`config.mk`:
```
export PLATFORM = sky130hd
export DESIGN_NAME = instr_decode_queue
export DESIGN_NICKNAME = d
export VERILOG_FILES = /design/src/rtl/instr_decode_queue.sv
export SDC_FILE = /design/constraint.sdc
export NUM_CORES = 1
export LEC_CHECK = 0
export CORE_ASPECT_RATIO = 1.75
export CORE_MARGIN = 2
export CORE_UTILIZATION = 36
export CTS_CLUSTER_DIAMETER = 200
export DETAILED_ROUTE_END_ITERATION = 8
export PLACE_DENSITY = 0.54
export RECOVER_POWER = 50
export SLEW_MARGIN = 0
export SYNTH_ARGS = -nofsm -noshare
export SYNTH_HDL_FRONTEND = slang
export SYNTH_SLANG_ARGS = --single-unit
```
`constraint.sdc`:
```
create_clock -name clk -period 6.83 [get_ports clk]
set_input_delay 1.366 -clock clk [delete_from_list [all_inputs] [get_ports clk]]
set_output_delay 1.366 -clock clk [all_outputs]
set_load 0.02 [all_outputs]
```
`src/rtl/instr_decode_queue.sv`:
```
// -----------------------------------------------------------------------------
// instr_decode_queue
//
// Circular instruction buffer between the fetch stage and the decode stage.
// Fetch pushes {pc, instr} pairs through a valid/ready handshake. Decode
// consumes the head entry through a second valid/ready handshake. For the
// head entry, the queue presents the PC, the instruction word and the
// immediate format (ExtOp). It also raises an unsupported-opcode flag.
// A single-cycle flush empties the queue on a branch or jump redirect.
//
// Ports
//   clk        rising-edge clock
//   rst_n      asynchronous active-low reset (clears pointers and count)
//   in_valid   fetch presents an instruction
//   in_ready   queue can accept this cycle (count != DEPTH)
//   in_pc      PC of the incoming instruction
//   in_instr   incoming instruction word
//   out_valid  head entry is valid (count != 0)
//   out_ready  decode consumes the head this cycle
//   out_pc     head PC
//   out_instr  head instruction
//   ExtOp      head immediate format: 000 I, 001 U, 010 S, 011 B, 100 J
//   illegal    head opcode is unsupported
//   flush      discard all entries at the next edge
//   count      current occupancy, 0..DEPTH
// -----------------------------------------------------------------------------
module instr_decode_queue #(
  parameter int DEPTH = 4,
  parameter int AW    = 2
) (
  input  logic          clk,
  input  logic          rst_n,
  input  logic          in_valid,
  output logic          in_ready,
  input  logic [31:0]   in_pc,
  input  logic [31:0]   in_instr,
  output logic          out_valid,
  input  logic          out_ready,
  output logic [31:0]   out_pc,
  output logic [31:0]   out_instr,
  output logic [2:0]    ExtOp,
  output logic          illegal,
  input  logic          flush,
  output logic [AW:0]   count
);

  localparam logic [AW:0] LP_FULL = (AW+1)'(DEPTH);

  // Immediate format codes
  localparam logic [2:0] LP_EXT_I = 3'b000;
  localparam logic [2:0] LP_EXT_U = 3'b001;
  localparam logic [2:0] LP_EXT_S = 3'b010;
  localparam logic [2:0] LP_EXT_B = 3'b011;
  localparam logic [2:0] LP_EXT_J = 3'b100;

  // Supported major opcodes
  localparam logic [6:0] LP_OPC_LUI    = 7'b0110111;
  localparam logic [6:0] LP_OPC_AUIPC  = 7'b0010111;
  localparam logic [6:0] LP_OPC_JAL    = 7'b1101111;
  localparam logic [6:0] LP_OPC_JALR   = 7'b1100111;
  localparam logic [6:0] LP_OPC_BRANCH = 7'b1100011;
  localparam logic [6:0] LP_OPC_LOAD   = 7'b0000011;
  localparam logic [6:0] LP_OPC_STORE  = 7'b0100011;
  localparam logic [6:0] LP_OPC_OPIMM  = 7'b0010011;
  localparam logic [6:0] LP_OPC_OP     = 7'b0110011;
  localparam logic [6:0] LP_OPC_SYSTEM = 7'b1110011;

  logic [31:0]   r_pc_mem    [DEPTH];
  logic [31:0]   r_instr_mem [DEPTH];
  logic [AW-1:0] r_rd_ptr;
  logic [AW-1:0] r_wr_ptr;
  logic [AW:0]   r_count;

  logic          w_push;
  logic          w_pop;
  logic [6:0]    w_opcode;

  // in_ready depends on the registered count only, so no combinational
  // path exists from out_ready back to fetch.
  assign in_ready  = (r_count != LP_FULL);
  assign out_valid = (r_count != '0);
  assign count     = r_count;

  assign w_push = in_valid & in_ready;
  assign w_pop  = out_valid & out_ready;

  // NOTE: storage arrays have no reset. The pointers alone define which
  // entries are live, so clearing the array would only add reset fan-out.
  always_ff @(posedge clk) begin
    if (w_push && !flush) begin
      r_pc_mem[r_wr_ptr]    <= in_pc;
      r_instr_mem[r_wr_ptr] <= in_instr;
    end
  end

  // NOTE: all sequential state uses non-blocking assignments, so every
  // right-hand side samples the pre-edge value of the pointers and count.
  always_ff @(posedge clk or negedge rst_n) begin
    if (!rst_n) begin
      r_rd_ptr <= '0;
      r_wr_ptr <= '0;
      r_count  <= '0;
    end else if (flush) begin
      // The redirect overrides any push or pop in the same cycle.
      r_rd_ptr <= '0;
      r_wr_ptr <= '0;
      r_count  <= '0;
    end else begin
      // DEPTH is a power of two, so natural pointer overflow wraps.
      if (w_push) r_wr_ptr <= r_wr_ptr + AW'(1);
      if (w_pop)  r_rd_ptr <= r_rd_ptr + AW'(1);
      case ({w_push, w_pop})
        2'b10:   r_count <= r_count + (AW+1)'(1);
        2'b01:   r_count <= r_count - (AW+1)'(1);
        default: r_count <= r_count;
      endcase
    end
  end

  assign out_pc    = r_pc_mem[r_rd_ptr];
  assign out_instr = r_instr_mem[r_rd_ptr];
  assign w_opcode  = out_instr[6:0];

  // NOTE: both outputs get defaults before the case, so no path through
  // this block leaves them unassigned. This prevents latch inference.
  always_comb begin
    ExtOp   = LP_EXT_I;
    illegal = 1'b0;
    case (w_opcode)
      LP_OPC_LUI,
      LP_OPC_AUIPC:  ExtOp = LP_EXT_U;
      LP_OPC_JAL:    ExtOp = LP_EXT_J;
      LP_OPC_BRANCH: ExtOp = LP_EXT_B;
      LP_OPC_STORE:  ExtOp = LP_EXT_S;
      LP_OPC_JALR,
      LP_OPC_LOAD,
      LP_OPC_OPIMM,
      LP_OPC_OP,
      LP_OPC_SYSTEM: ExtOp = LP_EXT_I;
      default:       illegal = 1'b1;
    endcase
  end

endmodule

```
# Word-level counts from Yosys, hierarchy flattened
# Memories as Yosys holds them, arrays and structs flattened.
# Cells that the tools add are included.
# totals
reg_bits	7
mem_bits_rw	256
inputBits	69
n_memories	2
# mem_list
name	depth	word_bits	rd	rd_clocked_by_memory_dff	wr	line	source
r_instr_mem	4	32	1	0	1	69	logic [31:0] r_instr_mem [DEPTH];
r_pc_mem	4	32	1	0	1	68	logic [31:0] r_pc_mem [DEPTH];
# classes
add_sub_neg	4
eq_ne	13
muxes	10
bitwise_logic	2
n_reduce_logical	8
# ops
cell	n
$eq A7 B7 Y1 const B	4
$eq A7 B6 Y1 const B	3
$eq A7 B5 Y1 const B	2
$pmux W3 S4	1
$reduce_or A10 Y1	1
$mux W2	4
$eq A7 B2 Y1 const B	1
$pmux W3 S2	1
$reduce_bool A3 Y1	2
$add A2 B1 Y2 const B	2
$reduce_bool A2 Y1	2
$add A3 B1 Y3 const B	1
$mux W1	3
$mux W3	1
$ne A3 B3 Y1 const B	1
$sub A3 B1 Y3 const B	1
$and A1 B1 Y1	2
$eq A2 B1 Y1 const B	1
$eq A2 B2 Y1 const B	1
$reduce_or A2 Y1	1
$logic_and A1 B1 Y1	1
$logic_not A1 Y1	1

# Logic depth before layout (Yosys ltp)
# logic_depth
depth_word	5
mapped_depth	7
ltp_nobuf	6

# Worst setup path after synthesis
# OpenSTA, ideal clock, no wires.
# synth_timing
path_kind	input to register
from	input port flush
to	memory r_instr_mem[0][0], enable pin
setup_ps	429
arrival_ps	3239
required_ps	6401
path_slack_ps	3162
stages	3
path_buffers	1
cell_sequence	clkbuf_1 -> nor2_1 -> and2_1
# synth_between
elab_chain_len	4
# synth_lines
element	line	source
start, declared	43	input logic flush,
$logic_not A1 Y1	90	if (w_push && !flush) begin
$logic_and A1 B1 Y1	90	
$mux W1	90	
$mux W1 (implied by the code)	92	r_instr_mem[r_wr_ptr] <= in_instr;
end, declared	69	
# Every way passes these cells.

# Worst setup path in the final report
# layout_timing
from	input port in_valid
to	memory r_instr_mem[3][21], enable pin
# layout_between
elab_chain_len	4
# layout_lines
element	line	source
start, declared	33	input logic in_valid,
$and A1 B1 Y1	84	assign w_push = in_valid & in_ready;
$logic_and A1 B1 Y1	90	
$mux W1	90	
$mux W1 (implied by the code)	92	
# Every way passes these cells.

==> results.sh <==
export IMPL_cts_buffers_inserted=24
export IMPL_grt_pass1_vias=5098
export IMPL_violations="max-capacitance violations, max-slew violations"
export IMPL_crit_path_top_delay_cell="and2_1"
export IMPL_hold_class="reg2reg"
export IMPL_rows=79
export IMPL_dr_pass1_iters=4
export IMPL_outcome="finished, violations left"
export IMPL_drt_total_wl_um=19000
export IMPL_path_class="in2reg"
export IMPL_critical_path_buf_inv_count=1
export IMPL_drt_wirelength_per_cell_um=21.3
export IMPL_syn_area_um2=9770
export IMPL_layout_common_cells="edfxtp_1 (256), clkdlybuf4s50_1 (72), dlygate4sd3_1 (69)"
export IMPL_drc_errors=0
export IMPL_ioPinCount=142
export IMPL_finalWorstSetupSlack_ns=1.93
export IMPL_final_common_cell="edfxtp_1"
export IMPL_die_h_um=222
export IMPL_min_period_ns=4.90
export IMPL_clk_pin_slew_ns=0.06
export IMPL_vdd_drop_max_uv=242
export IMPL_worstPathMaxFanout=64
export IMPL_start_kind="primary input"
export IMPL_coreArea_um2=26700
export IMPL_whs_ns=0.583
export IMPL_track_usage_pct=13.5
export IMPL_worstPathRequired_ns=6.88
export IMPL_dpl_worst_slack_ns=2.57
export IMPL_final_area_um2=12300
export IMPL_drt_iter0_markers=289
export IMPL_cts_hold_fix_buffers=0
export IMPL_post_route_period_util_pct=71.7
export IMPL_grt_max_degree=66
export IMPL_fin_tns_setup_ns=0
export IMPL_syn_to_final_growth_pct=25.4
export IMPL_place_congestion=0.702
export IMPL_cts_setup_buffers=0
export IMPL_dp_hpwl_um=11000
export IMPL_vias=4440
export IMPL_finalMaxSlewViolations=195
export IMPL_synth_avg_cell_area_um2=24.6
export IMPL_path_delay_family="simple AND/OR/NAND/NOR gates"
export IMPL_cp_cell_sequence="dlygate4sd3_1 -> nand2_1 -> nor2_1 -> and2_1"
export IMPL_finalNetCount=624
export IMPL_initial_core_util_pct=36.6
export IMPL_rsz0062_at_grt="false"
export IMPL_clk_path_buf_depth=3
export IMPL_avgViaCountPerCell=4.98
export IMPL_ys_seq_area_share_pct=80.5
export IMPL_h_tree_depth=1
export IMPL_setup_viol=0
export IMPL_clk_latency_ns=0.52
export IMPL_grt_pass1_wl_um=28800
export IMPL_power_density_nw_per_um2=342
export IMPL_relSlewSlack_pct=-131
export IMPL_drive_gt1_share_pct=18.7
export IMPL_dpl_instance_area_um2=11500
export IMPL_cts_sinks=263
export IMPL_clock_skew_ns=0.00882
export IMPL_worst_slew_pin_slew_ns=3.47
export IMPL_synthCells=398
export IMPL_antenna_found_initial=3
export IMPL_synth_nets=472
export IMPL_max_cap_violations=3
export IMPL_ys_types=36
export IMPL_die_area_um2=28500
export IMPL_port_buffers=141
export IMPL_p_leak_nw=3.83
export IMPL_synth_seq_cells=263
export IMPL_yosysWarnings=0
export IMPL_max_freq_ghz=0.204
export IMPL_end_kind="flop"
export IMPL_die_w_um=129
export IMPL_hold_viol_final=0
export IMPL_clockRootBuffer="clkbuf_16"
export IMPL_slowest_delay_ns=2.55
export IMPL_critPathArrivalTime_ns=4.94
export IMPL_postRouteAntennaNets=0
export IMPL_overflow=0
export IMPL_ctsResizeCount=0
export IMPL_cts_tree="built"
[worst register-to-register path: cells and delay by family (launching register included)]
| family | cells | cell delay (ns) |
|---|---|---|
| flip-flops | 1 | 0.50 |
| AND/OR/NAND/NOR | 4 | 3.19 |
[synthesized netlist by cell type]
cell type | count | area [um2]
nor4b_1 | 1 | 8.76
nor3_1 | 4 | 20.0
and4_2 | 1 | 10.0
mux4_2 | 64 | 1440
nor2_1 | 6 | 22.5
buf_4 | 2 | 15.0
ha_1 | 4 | 50.1
o31ai_1 | 1 | 7.51
buf_2 | 6 | 30.0
o21ai_0 | 2 | 10.0
mux2i_1 | 1 | 10.0
buf_1 | 3 | 11.3
xor2_1 | 1 | 8.76
a21oi_1 | 3 | 15.0
edfxtp_1 | 256 | 7690
nor3b_1 | 2 | 15.0
and2_1 | 4 | 25.0
nor2b_1 | 1 | 6.26
a211oi_1 | 1 | 7.51
dfrtp_1 | 7 | 175
buf_6 | 2 | 22.5
xnor2_1 | 2 | 17.5
or3b_1 | 2 | 17.5
inv_1 | 3 | 11.3
a21oi_2 | 1 | 8.76
and3b_1 | 1 | 8.76
o21a_1 | 1 | 7.51
clkbuf_1 | 3 | 11.3
o31a_2 | 1 | 10.0
nand2_1 | 5 | 18.8
fa_1 | 1 | 20.0
a21o_1 | 1 | 7.51
nand2b_1 | 1 | 6.26
nand3_1 | 2 | 10.0
and3_4 | 1 | 11.3
or3_2 | 1 | 7.51
[where the power goes]
part	internal [mW]	switching, mW	total [mW]
registers	1.87	0.0935	1.97
clock network	0.703	0.556	1.26
logic	0.507	0.460	0.966
total	3.08	1.11	4.19
[metal layers]
| layer | part of all wire, % | track usage (%) | up-vias |
|---|---|---|---|
| met3 | 4.9 | 2.49 | 21 |
| met2 | 56 | 25.1 | 110 |
| met4 | 1.5 | 4.38 | 2 |
| met1 | 37 | 15.3 | 2318 |
| li1 | - | - | 1989 |
| met5 | 0.069 | 0 | - |
[cells by family (layout without fill, tap and decap cells)]
kind of cell	Yosys count	count (layout)	share of synthesized area, %
buffers and inverters	19	187	1.04
flip-flops	263	263	80.5
other	0	2	0
AO/OA/AOI/OAI	11	11	0.755
AND/OR/NAND/NOR	32	32	1.92
XOR/XNOR	3	3	0.269
adder cells (fa/ha/maj)	5	5	0.717
multiplexers	65	65	14.9
[worst paths after layout]
kind / startpoint / to / slack, ns / cells past startpoint
min reg2reg: r_wr_ptr[1]$_DFFE_PN0P_ / r_wr_ptr[1]$_DFFE_PN0P_ / 0.58 / 2
max in group asynchronous: rst_n / r_rd_ptr[1]$_DFFE_PN0P_ / 5.36 / 1
min: r_wr_ptr[1]$_DFFE_PN0P_ / r_wr_ptr[1]$_DFFE_PN0P_ / 0.58 / 2
min in group asynchronous: rst_n / count[2]$_DFFE_PN0P_ / 1.19 / 1
max reg2reg: count[0]$_DFFE_PN0P_ / r_instr_mem[3][21]$_DFFE_PP_ / 2.65 / 4
max: in_valid / r_instr_mem[3][21]$_DFFE_PP_ / 1.93 / 4
[per-stage QoR]
step	total power, mW	cells	utilization, %
5_1_grt	4.36	891	45.9
3_5_place_dp	3.00	848	43.2
6_report	4.19	892	45.9
4_1_cts	4.27	890	45.9
2_1_floorplan	2.56	398	-
3_3_place_gp	2.99	848	43.2
[sequential cells by signal, summed over array words and instances, names as in the netlist]
register / count
r_rd_ptr: 2
r_instr_mem: 128
r_wr_ptr: 2
r_pc_mem: 128
count: 3
[area by class of cell]
cell class	count	area, um2
well taps	324	405
multi-input cells	116	1810
repair buffers	142	1420
clock buffers	27	633
flip-flops and latches	263	7870
clock inverters	15	103
diodes	2	5.00
fillers	2281	14400
inverters	3	11.3
(Power assumes the default switching activity.)
